## src/rtl/regm_pkg.sv

```systemverilog
// Shared sizing, issue-request bundle and latency helper for the regm
// issue scoreboard.
package regm_pkg;

    localparam int NREG    = 32;
    localparam int AW      = 5;
    localparam int LATW    = 3;
    localparam int MAX_LAT = (1 << LATW) - 1;

    // One decode slot as seen by the scheduler.
    typedef struct packed {
        logic            valid;
        logic [AW-1:0]   src1;
        logic [AW-1:0]   src2;
        logic            wr;
        logic [AW-1:0]   dst;
        logic [LATW-1:0] lat;
    } req_t;

    // A zero latency would leave the destination looking free while the
    // producer is still in flight, so it is treated as a one-cycle op.
    function automatic logic [LATW-1:0] lat_eff(input logic [LATW-1:0] lat);
        return (lat == '0) ? LATW'(1) : lat;
    endfunction

endpackage

```

## src/rtl/regm_sb_entry.sv

```systemverilog
// One scoreboard entry: countdown to writeback for a single register.
module regm_sb_entry
    import regm_pkg::*;
(
    input  logic            clk,
    input  logic            rst_n,
    input  logic            flush_i,
    input  logic            set_a_i,
    input  logic            set_b_i,
    input  logic [LATW-1:0] lat_a_i,
    input  logic [LATW-1:0] lat_b_i,
    output logic            busy_o,
    output logic            due_o,
    output logic            ready_o,
    output logic            busy_nxt_o
);

    logic [LATW-1:0] cnt_q, cnt_d;
    logic            busy_q, due_q;

    // Next count: flush, then the younger slot, then the older slot, then countdown.
    always_comb begin
        cnt_d = cnt_q;
        if (flush_i)
            cnt_d = '0;
        else if (set_b_i)
            cnt_d = lat_b_i;
        else if (set_a_i)
            cnt_d = lat_a_i;
        else if (cnt_q != '0)
            cnt_d = cnt_q - LATW'(1);
    end

    // Count and its decoded status flags are all registered together.
    always_ff @(posedge clk or negedge rst_n) begin
        if (!rst_n) begin
            cnt_q  <= '0;
            busy_q <= 1'b0;
            due_q  <= 1'b0;
        end else begin
            cnt_q  <= cnt_d;
            busy_q <= (cnt_d != '0);
            due_q  <= (cnt_d == LATW'(1));
        end
    end

    // A count of 1 is the writeback cycle; the write-through bypass covers it.
    assign ready_o    = (cnt_q <= LATW'(1));
    assign busy_o     = busy_q;
    assign due_o      = due_q;
    assign busy_nxt_o = (cnt_d != '0);

endmodule

```

## src/rtl/regm_issue_scoreboard.sv

```systemverilog
// Dual-issue scheduler: per-register pending-write scoreboard that grants
// slot A and (in order) slot B against RAW/WAW hazards.
module regm_issue_scoreboard
    import regm_pkg::*;
(
    input  logic            clk,
    input  logic            rst_n,
    input  logic            reqA_valid,
    input  logic [AW-1:0]   reqA_src1,
    input  logic [AW-1:0]   reqA_src2,
    input  logic            reqA_wr,
    input  logic [AW-1:0]   reqA_dst,
    input  logic [LATW-1:0] reqA_lat,
    input  logic            reqB_valid,
    input  logic [AW-1:0]   reqB_src1,
    input  logic [AW-1:0]   reqB_src2,
    input  logic            reqB_wr,
    input  logic [AW-1:0]   reqB_dst,
    input  logic [LATW-1:0] reqB_lat,
    input  logic            stall,
    input  logic            flush,
    output logic            grantA,
    output logic            grantB,
    output logic [NREG-1:0] busy_vec,
    output logic [NREG-1:0] wb_due_vec,
    output logic [AW:0]     pending_cnt
);

    req_t            req_a, req_b;
    logic [NREG-1:0] rdy, busy_nxt;
    logic [LATW-1:0] lat_a, lat_b;
    logic            run_q;
    logic [AW:0]     pend_q, pend_d;
    logic            a_ok, b_ok, pair_hz;

    assign req_a = '{valid: reqA_valid, src1: reqA_src1, src2: reqA_src2,
                     wr: reqA_wr, dst: reqA_dst, lat: reqA_lat};
    assign req_b = '{valid: reqB_valid, src1: reqB_src1, src2: reqB_src2,
                     wr: reqB_wr, dst: reqB_dst, lat: reqB_lat};

    assign lat_a = lat_eff(req_a.lat);
    assign lat_b = lat_eff(req_b.lat);

    // Register 0 is hard-wired zero: always ready, never pending.
    assign rdy[0]        = 1'b1;
    assign busy_nxt[0]   = 1'b0;
    assign busy_vec[0]   = 1'b0;
    assign wb_due_vec[0] = 1'b0;

    // Read-port and destination checks against in-flight producers.
    assign a_ok = rdy[req_a.src1] & rdy[req_a.src2] & (~req_a.wr | rdy[req_a.dst]);
    assign b_ok = rdy[req_b.src1] & rdy[req_b.src2] & (~req_b.wr | rdy[req_b.dst]);

    // B cannot consume or overwrite what A produces in the same cycle.
    assign pair_hz = req_a.wr & (req_a.dst != '0) &
                     ((req_b.src1 == req_a.dst) | (req_b.src2 == req_a.dst) |
                      (req_b.wr & (req_b.dst == req_a.dst)));

    // run_q keeps grants off until the first edge after reset is released.
    assign grantA = run_q & req_a.valid & ~stall & ~flush & a_ok;
    assign grantB = grantA & req_b.valid & b_ok & ~pair_hz;

    for (genvar r = 1; r < NREG; r++) begin : g_ent
        regm_sb_entry u_ent (
            .clk        (clk),
            .rst_n      (rst_n),
            .flush_i    (flush),
            .set_a_i    (grantA & req_a.wr & (req_a.dst == AW'(r))),
            .set_b_i    (grantB & req_b.wr & (req_b.dst == AW'(r))),
            .lat_a_i    (lat_a),
            .lat_b_i    (lat_b),
            .busy_o     (busy_vec[r]),
            .due_o      (wb_due_vec[r]),
            .ready_o    (rdy[r]),
            .busy_nxt_o (busy_nxt[r])
        );
    end

    // Popcount of next-state busy flags so pending_cnt lines up with busy_vec.
    always_comb begin
        pend_d = '0;
        for (int r = 1; r < NREG; r++)
            pend_d = pend_d + (AW+1)'(busy_nxt[r]);
    end

    // Run enable and registered pending count.
    always_ff @(posedge clk or negedge rst_n) begin
        if (!rst_n) begin
            run_q  <= 1'b0;
            pend_q <= '0;
        end else begin
            run_q  <= 1'b1;
            pend_q <= pend_d;
        end
    end

    assign pending_cnt = pend_q;

endmodule

```

## config.mk

```make
export PLATFORM = sky130hd
export DESIGN_NAME = regm_issue_scoreboard
export DESIGN_NICKNAME = d
export VERILOG_FILES = /design/src/rtl/regm_pkg.sv /design/src/rtl/regm_sb_entry.sv /design/src/rtl/regm_issue_scoreboard.sv
export SDC_FILE = /design/constraint.sdc
export NUM_CORES = 1
export LEC_CHECK = 0
export ABC_AREA = 1
export BUFFER_PORTS_ARGS = -buffer_cell sky130_fd_sc_hd__buf_4
export CORE_MARGIN = 3
export CORE_UTILIZATION = 45
export CTS_CLUSTER_DIAMETER = 100
export DETAILED_ROUTE_END_ITERATION = 16
export PLACE_DENSITY = 0.65
export SLEW_MARGIN = 40
export SYNTH_ARGS = -nofsm -noshare
export SYNTH_HDL_FRONTEND = slang
export SYNTH_HIERARCHICAL = 1
export SYNTH_SLANG_ARGS = --single-unit
export TNS_END_PERCENT = 20
```

## constraint.sdc

```tcl
create_clock -name clk -period 7.2 [get_ports clk]
set_clock_uncertainty 0.2 [all_clocks]
set_input_delay 1.08 -clock clk [delete_from_list [all_inputs] [get_ports clk]]
set_output_delay 1.08 -clock clk [all_outputs]
set_load 0.02 [all_outputs]
```

# After elaboration in Yosys (flattened, before gate mapping)
# Cells that the tools add are included.
[word_totals] reg_bits=162 wordCells=579 in_bits=44
[op_classes] n_reduce_logical=65 n_lt_le_gt_ge=37 n_mux=138 n_eq_ne=96 addsub=61 n_bitwise=87
[op_table] op="two-way mux 3 bit" count=126
[op_table] op="nonzero test 3 bit" count=62
[op_table] op="equality test 5 bit (second input constant)" count=32
[op_table] op="adder 6 x 1 -> 6 bit" count=25
[op_table] op="equality test 3 x 1 -> 1 bit (second input constant)" count=31
[op_table] op="less-or-equal comparator 3 x 1 -> 1 bit (second input constant)" count=31
[op_table] op="subtractor 3 x 1 -> 3 bit (second input constant)" count=31
[op_table] op="equality test 5 x 4 -> 1 bit (second input constant)" count=16
[op_table] op="bitwise AND 1 bit" count=78
[op_table] op="equality test 5 x 3 -> 1 bit (second input constant)" count=8
[op_table] op="less-than comparator 5 x 6 -> 1 bit (second input constant)" count=6
[op_table] op="binary-select mux 1 bit (select 5 bit)" count=6
[op_table] op="equality test 5 x 2 -> 1 bit (second input constant)" count=4
[op_table] op="equality test 5 bit" count=3
[op_table] op="equality test 5 x 1 -> 1 bit (second input constant)" count=2
[op_table] op="adder 5 x 1 -> 6 bit" count=1
[op_table] op="zero test 3 bit" count=2
[op_table] op="two-way mux 1 bit" count=6
[op_table] op="adder 4 x 1 -> 5 bit" count=1
[op_table] op="NOT 1 bit" count=5
[op_table] op="nonzero test 5 bit" count=1
[op_table] op="adder 3 x 1 -> 4 bit" count=1
[op_table] op="OR 1 bit" count=4
[op_table] op="adder 2 x 1 -> 3 bit" count=1
[op_table] op="adder 1 x 1 -> 2 bit" count=1

# Logic depth before layout (Yosys ltp)
# Gate-level depths: netlist (run 1).
[logic_depth] depth_word=44 ltp_mapped=37

# By module
# The synthesis (run 1) kept the hierarchy.
[modules_own_cells] mod="regm_sb_entry" cells_each=49 area_per_inst_um2=349.1 seq_area_each_um2=125.1 n_inst=31
[modules_own_cells] mod="regm_issue_scoreboard" cells_each=720 area_per_inst_um2=4097.7 seq_area_each_um2=175.2 n_inst=1

# Worst setup path after synthesis (run 1)
# OpenSTA, ideal clock, no wires.
[synth_path] path_kind="input-to-reg" from="input reqA_dst[2]" to="register pend_q[4] (netlist: pending_cnt[4])" stages=29 arrival_ns=7.169 path_buffers=2 setup_ns=0.079 slack_ns=-0.248 t_required_ns=6.921 path_cell_list="buf_2 -> inv_1 -> nor2_1 -> nand2_1 -> nand2_1 -> nor2_1 -> nor2_1 -> nor2_2 -> nor2_8 -> nand3_4 -> buf_2 -> nor2_1 -> a21oi_1 -> nand2_1 -> nand2_1 -> nand3_1 -> inv_1 -> fa_1 -> inv_1 -> fa_1 -> fa_1 -> fa_1 -> fa_1 -> inv_1 -> fa_1 -> fa_1 -> fa_1 -> o21ai_0 -> xor2_1"
[synth_via] elab_chain_cells=43 elab_cells_between_ends=267
[synth_lines] item="start: declaration" line="regm_issue_scoreboard.sv:12" source="input logic [AW-1:0] reqA_dst,"
[synth_lines] item="binary-select mux 1 bit (select 5 bit) (*)" line="regm_issue_scoreboard.sv:51" source="assign a_ok = rdy[req_a.src1] & rdy[req_a.src2] & (~req_a.wr | rdy[req_a.dst]);"
[synth_lines] item="two-way mux 1 bit (implied by the code) (*)" line="regm_issue_scoreboard.sv:51"
[synth_lines] item="OR 1 bit (*)" line="regm_issue_scoreboard.sv:51"
[synth_lines] item="bitwise AND 1 bit (*)" line="regm_issue_scoreboard.sv:51"
[synth_lines] item="bitwise AND 1 bit (*)" line="regm_issue_scoreboard.sv:60" source="assign grantA = run_q & req_a.valid & ~stall & ~flush & a_ok;"
[synth_lines] item="named net grantA" line="regm_issue_scoreboard.sv:22" source="output logic grantA,"
[synth_lines] item="bitwise AND 1 bit (3 in series)" line="regm_issue_scoreboard.sv:61" source="assign grantB = grantA & req_b.valid & b_ok & ~pair_hz;"
[synth_lines] item="bitwise AND 1 bit (2 in series)" line="regm_issue_scoreboard.sv:69" source=".set_b_i (grantB & req_b.wr & (req_b.dst == AW'(r))),"
[synth_lines] item="(+3 left out)"
[synth_lines] item="named net busy_nxt[1]" line="regm_issue_scoreboard.sv:30" source="logic [NREG-1:0] rdy, busy_nxt;"
[synth_lines] item="adder 1 x 1 -> 2 bit (*)" line="regm_issue_scoreboard.sv:83" source="pend_d = pend_d + (AW+1)'(busy_nxt[r]);"
[synth_lines] item="adder 2 x 1 -> 3 bit (*)" line="regm_issue_scoreboard.sv:83"
[synth_lines] item="adder 3 x 1 -> 4 bit (*)" line="regm_issue_scoreboard.sv:83"
[synth_lines] item="adder 4 x 1 -> 5 bit (*)" line="regm_issue_scoreboard.sv:83"
[synth_lines] item="adder 5 x 1 -> 6 bit (*)" line="regm_issue_scoreboard.sv:83"
[synth_lines] item="adder 6 x 1 -> 6 bit (*) (25 in series)" line="regm_issue_scoreboard.sv:83"
[synth_lines] item="named net pend_d[4]" line="regm_issue_scoreboard.sv:33" source="logic [AW:0] pend_q, pend_d;"
[synth_lines] item="end signal: assignment" line="regm_issue_scoreboard.sv:93" source="pend_q <= pend_d;"
[synth_lines] item="end: declaration" line="regm_issue_scoreboard.sv:33"
# Mark *: on every way through the listed nets, which the timed path passes. The rest lies on a longest branch. The select of a mux whose other input is x is not followed.

# Worst setup path after layout (run 1)
[layout_path] from="register g_ent[18].u_ent.cnt_q[1]" to="register pend_q[4] (netlist: pending_cnt[4])"
[layout_via] elab_cells_between_ends=244
[layout_rtl] item="start: declaration" line="regm_sb_entry.sv:18" source="logic [LATW-1:0] cnt_q, cnt_d;"
[layout_rtl] item="start signal: assignment" line="regm_sb_entry.sv:41" source="cnt_q <= cnt_d;"
[layout_rtl] item="less-or-equal comparator 3 x 1 -> 1 bit (*)" line="regm_sb_entry.sv:48" source="assign ready_o = (cnt_q <= LATW'(1));"
[layout_rtl] item="named net rdy[18]" line="regm_issue_scoreboard.sv:30"
[layout_rtl] item="binary-select mux 1 bit (select 5 bit)" line="regm_issue_scoreboard.sv:51"
[layout_rtl] item="two-way mux 1 bit (implied by the code)" line="regm_issue_scoreboard.sv:51"
[layout_rtl] item="bitwise AND 1 bit / OR 1 bit (equally long branches)" line="regm_issue_scoreboard.sv:51"
[layout_rtl] item="bitwise AND 1 bit" line="regm_issue_scoreboard.sv:51"
[layout_rtl] item="bitwise AND 1 bit" line="regm_issue_scoreboard.sv:60"
[layout_rtl] item="bitwise AND 1 bit (3 in series)" line="regm_issue_scoreboard.sv:61"
[layout_rtl] item="bitwise AND 1 bit (2 in series)" line="regm_issue_scoreboard.sv:69"
[layout_rtl] item="two-way mux 3 bit (*)" line="regm_sb_entry.sv:26" source="else if (set_b_i)"
[layout_rtl] item="two-way mux 3 bit (*)" line="regm_sb_entry.sv:24" source="if (flush_i)"
[layout_rtl] item="nonzero test 3 bit (*)" line="regm_sb_entry.sv:51" source="assign busy_nxt_o = (cnt_d != '0);"
[layout_rtl] item="named net busy_nxt[28]" line="regm_issue_scoreboard.sv:30"
[layout_rtl] item="adder 6 x 1 -> 6 bit (*) (4 in series)" line="regm_issue_scoreboard.sv:83"
[layout_rtl] item="named net pend_d[4]" line="regm_issue_scoreboard.sv:33"
# Marks and branches as above.

==> impl_metrics.tcl, run 1 <==
set metrics [dict create \
    outcome "finished, violations left" \
    failed_checks "negative setup slack" \
    routabilityCongestion 0.9689 \
    max_freq_mhz 133.8 \
    yosysWarnings 6 \
    core_area_um2 32620 \
    clk_pin_slew_ns 0.07 \
    start_util_pct 45.74 \
    finalNonFillerCells 3143 \
    grt_pass1_wl_um 79090 \
    cpMaxStageDelayCell "fa_1" \
    synth_compound_area_share_pct 9.728 \
    cts-root-buf "clkbuf_16" \
    nets 2855 \
    r2r_slack_ns -0.27 \
    final_common_cell "nand2_1" \
    synth-simple-area-share_pct 38.02 \
    synth_xor_area_share_pct 0.7045 \
    tightest_slew_ns 0.7221 \
    stdcell_area_um2 19570 \
    dieHeight_um 188.1 \
    first_global_vias 15500 \
    ys_async_sr_fraction_pct 100.0 \
    slew_headroom_pct 51.86 \
    setup_violations 5 \
    ant_nets 0 \
    die_w_um 188.1 \
    period_share_pct 103.8 \
    row_count 66 \
    endpoint_kind "register" \
    wire_per_inst_um 15.96 \
    antenna_found_initial 2 \
    drv_cap 0 \
    hold_slack_ns 0.2844 \
    synth_flop_cell "dfrtp_1" \
    placedInstanceArea_um2 18810 \
    synth.area.mux_share_pct 0 \
    die-area_um2 35370 \
    crit_type "register to register" \
    num-fill-cells 2985 \
    synth_top_family_by_area "simple AND/OR/NAND/NOR gates" \
    multi_input_area_um2 9092 \
    hold_viol 0 \
    insertion_delay_ns 0.45 \
    synth_fa_ha_area_share_pct 11.47 \
    portBuffers 113 \
    routed_via_density 5.063 \
    ys_seq_area_share_pct 27.17 \
    diodes 0 \
    arrival_ns 7.64 \
    slew_violations 0 \
    clk_path_buf_depth 2 \
    finalWorstSetupSlack_ns -0.2730 \
    gr-usage-all-layers_pct 28.29 \
    firstDrtPassIters 6 \
    syn-instance-count 2239 \
    ys_types 32 \
    areaGrowthSynthToFinish_pct 31.20 \
    path_buf_inv 11 \
    grt_max_degree 101 \
    drc 0 \
    drtIter0Drc 920 \
    layout_common_cells "nand2_1 (503), buf_4 (458), inv_1 (301), nand3_1 (260), a21oi_1 (176)" \
    final.min_clock_period_ns 7.473 \
    io_pins 116 \
    crit_fanout 8 \
    grt-ovfl-total 0 \
    ff_latch_area_um2 4054 \
    dpl.hpwl_um 38330 \
    dp.cells 3104 \
    rsz0062_at_grt "yes" \
    avgSynthCellArea_um2 6.663 \
    cp_top_family "adder cells" \
    cts_inserted_buffers 17 \
    drive_above_1_share_pct 33.51 \
    dr_total_vias 15910 \
    cts_sinks 162 \
    required_ns 7.37 \
    h-tree-depth 4 \
    hold_buffers 0 \
    totalWireLength_um 50170 \
    cts_tree "built" \
    netlist_area_um2 14920 \
    synth_edf_count 0 \
    synth_seq_cells 162 \
    hold_class "input port to asynchronous set/reset pin" \
    cp-start-kind "register" \
    crit_top_cell "fa_1" \
    critPathMaxStageDelay_ns 0.53 \
]
[worst reg2reg max path, delay by kind of cell, from the launching register on]
family / cells / cell delay (ns)
buffers and inverters: 11 / 1.14
XOR/XNOR: 1 / 0.15
flip-flops: 1 / 0.38
AO/OA/AOI/OAI: 2 / 0.18
adder cells (fa/ha/maj): 9 / 3.83
AND/OR/NAND/NOR: 15 / 1.53
[layout make-up]
class	instances	area share [%]
Clock buffer	17	2.173
Inverter	443	8.559
Clock inverter	15	0.7671
Multi-Input combinational cell	1596	46.45
Sequential cell	162	20.71
Timing Repair Buffer	468	18.51
Tap cell	442	2.825
[metal layers]
metal  vias up  GRT usage [%]  share of wire [%]
met4         4          11.60                4.0
met1      7386          35.67                 42
met3       143          4.805                6.3
met5         -              0              0.068
li1       7848              -                  -
met2       533          48.15                 47
[logic make-up after synthesis]
logic type / after synthesis
XOR/XNOR: 12
AND/OR/NAND/NOR: 1179
AO/OA/AOI/OAI: 279
flip-flops: 162
other: 2
buffers and inverters: 482
adder cells (fa/ha/maj): 123
[path summary, 6_finish.rpt]
| check | from | endpoint | cells after the start |
|---|---|---|---|
| worst max-delay path | g_ent[18].u_ent/cnt_q[1] | pending_cnt[4] | 38 |
| worst min-delay path | rst_n | g_ent[2].u_ent/cnt_q[1] | 1 |
| worst max register to register | g_ent[18].u_ent/cnt_q[1] | pending_cnt[4] | 38 |
| worst min register to register | g_ent[16].u_ent/cnt_q[0] | g_ent[16].u_ent/cnt_q[0] | 5 |
| max in group asynchronous | rst_n | g_ent[3].u_ent/cnt_q[1] | 3 |
| min in group clk | g_ent[16].u_ent/cnt_q[0] | g_ent[16].u_ent/cnt_q[0] | 5 |
[cell usage after synthesis (23+ instances only)]
library cell    n  share of area, %
nand2_1       503                13
inv_1         308               7.7
nand3_1       266               8.9
a21oi_1       176               5.9
nor2_1        174               4.4
dfrtp_1       162                27
inv_2         130               3.3
ha_1          100               8.4
nand2_2        97               4.1
nor2_2         69               2.9
o21ai_0        42               1.4
o21ai_1        39               1.3
nor2_4         32               2.4
nand3_2        31               2.1
fa_1           23               3.1
[repair_timing]
item	CTS	global route
endpoints found under the setup margin	5	6
setup buffers	4	2
pin swaps	10	5
resized for setup	22	14
[sequential cells by signal (all words and copies together), names as in the netlist]
| register | flops |
|---|---|
| g_ent.u_ent/busy_o | 31 |
| g_ent.u_ent/cnt_q | 93 |
| g_ent.u_ent/due_o | 31 |
| pending_cnt | 6 |
| run_q | 1 |
[metrics by stage]
| step | utilization, % | setup WS, ns | TNS, ns |
|---|---|---|---|
| after global placement | 57.64 | -0.5269 | -2.526 |
| after detailed placement | 57.66 | -0.5876 | -2.700 |
| after CTS | 59.79 | -0.2141 | -0.8001 |
| after global routing | 60.01 | -0.5621 | -2.522 |
| after floorplan | - | -0.009638 | -0.009638 |
| final | 60.01 | -0.2730 | -0.8854 |
Power of run 1 is left out: the tool's default activity adds up to more than one toggle a clock period on the data nets, which glitch-free logic cannot reach.
==> inputs of run 2 (changes only) <==
--- a/config.mk
+++ b/config.mk
@@ -7,11 +7,11 @@
 export LEC_CHECK = 0
 export ABC_AREA = 1
 export BUFFER_PORTS_ARGS = -buffer_cell sky130_fd_sc_hd__buf_4
-export CORE_MARGIN = 3
 export CORE_UTILIZATION = 45
 export CTS_CLUSTER_DIAMETER = 100
 export DETAILED_ROUTE_END_ITERATION = 16
 export PLACE_DENSITY = 0.65
+export SETUP_SLACK_MARGIN = 0.15
 export SLEW_MARGIN = 40
 export SYNTH_ARGS = -nofsm -noshare
 export SYNTH_HDL_FRONTEND = slang
==> run 2 against run 1 <==
The flow still finishes with violations (negative setup slack). First-iteration DRC count rose by 0.33%. Via count is 1.0% lower. Final cell count down 0.16%. Wire length fell by 1.1%. Die area decreased by 4.2%. Non-clock buffer count is 9 lower. Critical endpoint is now pending_cnt[2]. Largest cell class unchanged. Highest routed layer unchanged.
==> impl_metrics.tcl, run 2 (synthesized netlist as in run 1, its figures left out) <==
set metrics [dict create \
    slew_violations 0 \
    layout_common_cells "nand2_1 (501), buf_4 (446), inv_1 (298), nand3_1 (256), a21oi_1 (176)" \
    totalWireLength_um 49600 \
    crit_type "register to register" \
    hold_class "input port to asynchronous set/reset pin" \
    hold_buffers 0 \
    period_share_pct 102.8 \
    hold_slack_ns 0.4677 \
    insertion_delay_ns 0.46 \
    ant_nets 0 \
    crit_fanout 8 \
    portBuffers 113 \
    drc 0 \
    drive_above_1_share_pct 33.57 \
    failed_checks "negative setup slack" \
    finalWorstSetupSlack_ns -0.2021 \
    clk_pin_slew_ns 0.07 \
    routed_via_density 5.019 \
    routabilityCongestion 0.9128 \
    dieHeight_um 184.1 \
    clk_path_buf_depth 2 \
    final_common_cell "nand2_1" \
    grt_max_degree 83 \
    h-tree-depth 4 \
    critPathMaxStageDelay_ns 0.60 \
    die-area_um2 33890 \
    io_pins 116 \
    arrival_ns 7.54 \
    final.min_clock_period_ns 7.402 \
    cts_tree "built" \
    setup_violations 5 \
    largest_reg_flops 93 \
    grt-ovfl-total 0 \
    slew_headroom_pct 51.25 \
    cpMaxStageDelayCell "fa_2" \
    gr-usage-all-layers_pct 30.24 \
    outcome "finished, violations left" \
    firstDrtPassIters 7 \
    grt_pass1_wl_um 78410 \
    dpl.hpwl_um 37890 \
    wire_per_inst_um 15.81 \
    areaGrowthSynthToFinish_pct 31.24 \
    cts_inserted_buffers 17 \
    max_flop_register "g_ent.u_ent/cnt_q" \
    drtIter0Drc 923 \
    required_ns 7.34 \
    cts-root-buf "clkbuf_16" \
    first_global_vias 15450 \
    cp-start-kind "register" \
    finalNonFillerCells 3138 \
    rsz0062_at_grt "yes" \
    dr_total_vias 15750 \
    drv_cap 0 \
    cts_sinks 162 \
    endpoint_kind "register" \
    dp.cells 3085 \
    core_area_um2 32620 \
    tightest_slew_ns 0.7313 \
    nets 2847 \
    antenna_found_initial 4 \
    crit_top_cell "fa_1" \
    die_w_um 184.1 \
    row_count 66 \
    post-place-ws_ns -0.6195 \
    hold_viol 0 \
    path_buf_inv 7 \
    cp_top_family "adder cells" \
    start_util_pct 45.74 \
    max_freq_mhz 135.1 \
]
==> run 2: path summary, 6_finish.rpt <==
path	startpoint	end	slack [ns]	cells past startpoint
max	g_ent[9].u_ent/cnt_q[1]	pending_cnt[2]	-0.20	34
min	rst_n	g_ent[2].u_ent/cnt_q[0]	0.47	1
max reg2reg	g_ent[9].u_ent/cnt_q[1]	pending_cnt[2]	-0.20	34
min reg2reg	g_ent[6].u_ent/cnt_q[0]	g_ent[6].u_ent/cnt_q[0]	0.51	5
max in group asynchronous	rst_n	g_ent[3].u_ent/cnt_q[0]	5.13	2
min in group clk	g_ent[6].u_ent/cnt_q[0]	g_ent[6].u_ent/cnt_q[0]	0.51	5
==> run 2: final cells by class <==
class                           count  area (um^2)
Clock inverter                     15        162.7
Inverter                          443         1683
Fill cell                        3001        13040
Multi-Input combinational cell   1597         9125
Sequential cell                   162         4054
Timing Repair Buffer              459         3570
Antenna cell                        3        7.507
Tap cell                          442        553.0
Clock buffer                       17        425.4
==> run 2: worst register-to-register path: cells and delay by family, from the launching register on <==
family,cells,cell delay (ns)
and+or+nand+nor,16,1.77
DFF,1,0.37
xor gates and xnor gates,1,0.11
buffers and inverters,7,0.90
adders and majority gates,9,3.90
AOI/OAI and AO/OA,1,0.05
==> run 2: repair_timing <==
item                                    CTS  global route
endpoints found under the setup margin    6             6
pin swaps                                25            22
gates cloned                              1             0
endpoints found under the hold margin     0             0
buffers inserted                         12             5
gates resized for setup                  34            17
==> run 2: per-layer routing <==
layer / vias up / part of all wire, % / GRT usage, %
met4: 2 / 3.8 / 14.47
met2: 524 / 48 / 51.18
li1: 7841 / - / -
met3: 118 / 6.8 / 4.853
met1: 7266 / 42 / 37.43
met5: - / 0.016 / 0
==> run 2: through the flow <==
stage	util [%]	instance area, um^2	setup TNS, ns
after floorplan	-	14990	-0.009638
after global placement	57.28	18690	-2.809
after detailed placement	57.30	18690	-3.073
after CTS	59.74	19490	-0.4553
after global routing	60.00	19570	-2.491
final	60.03	19580	-0.6790
Power of run 2 is left out for the same reason.
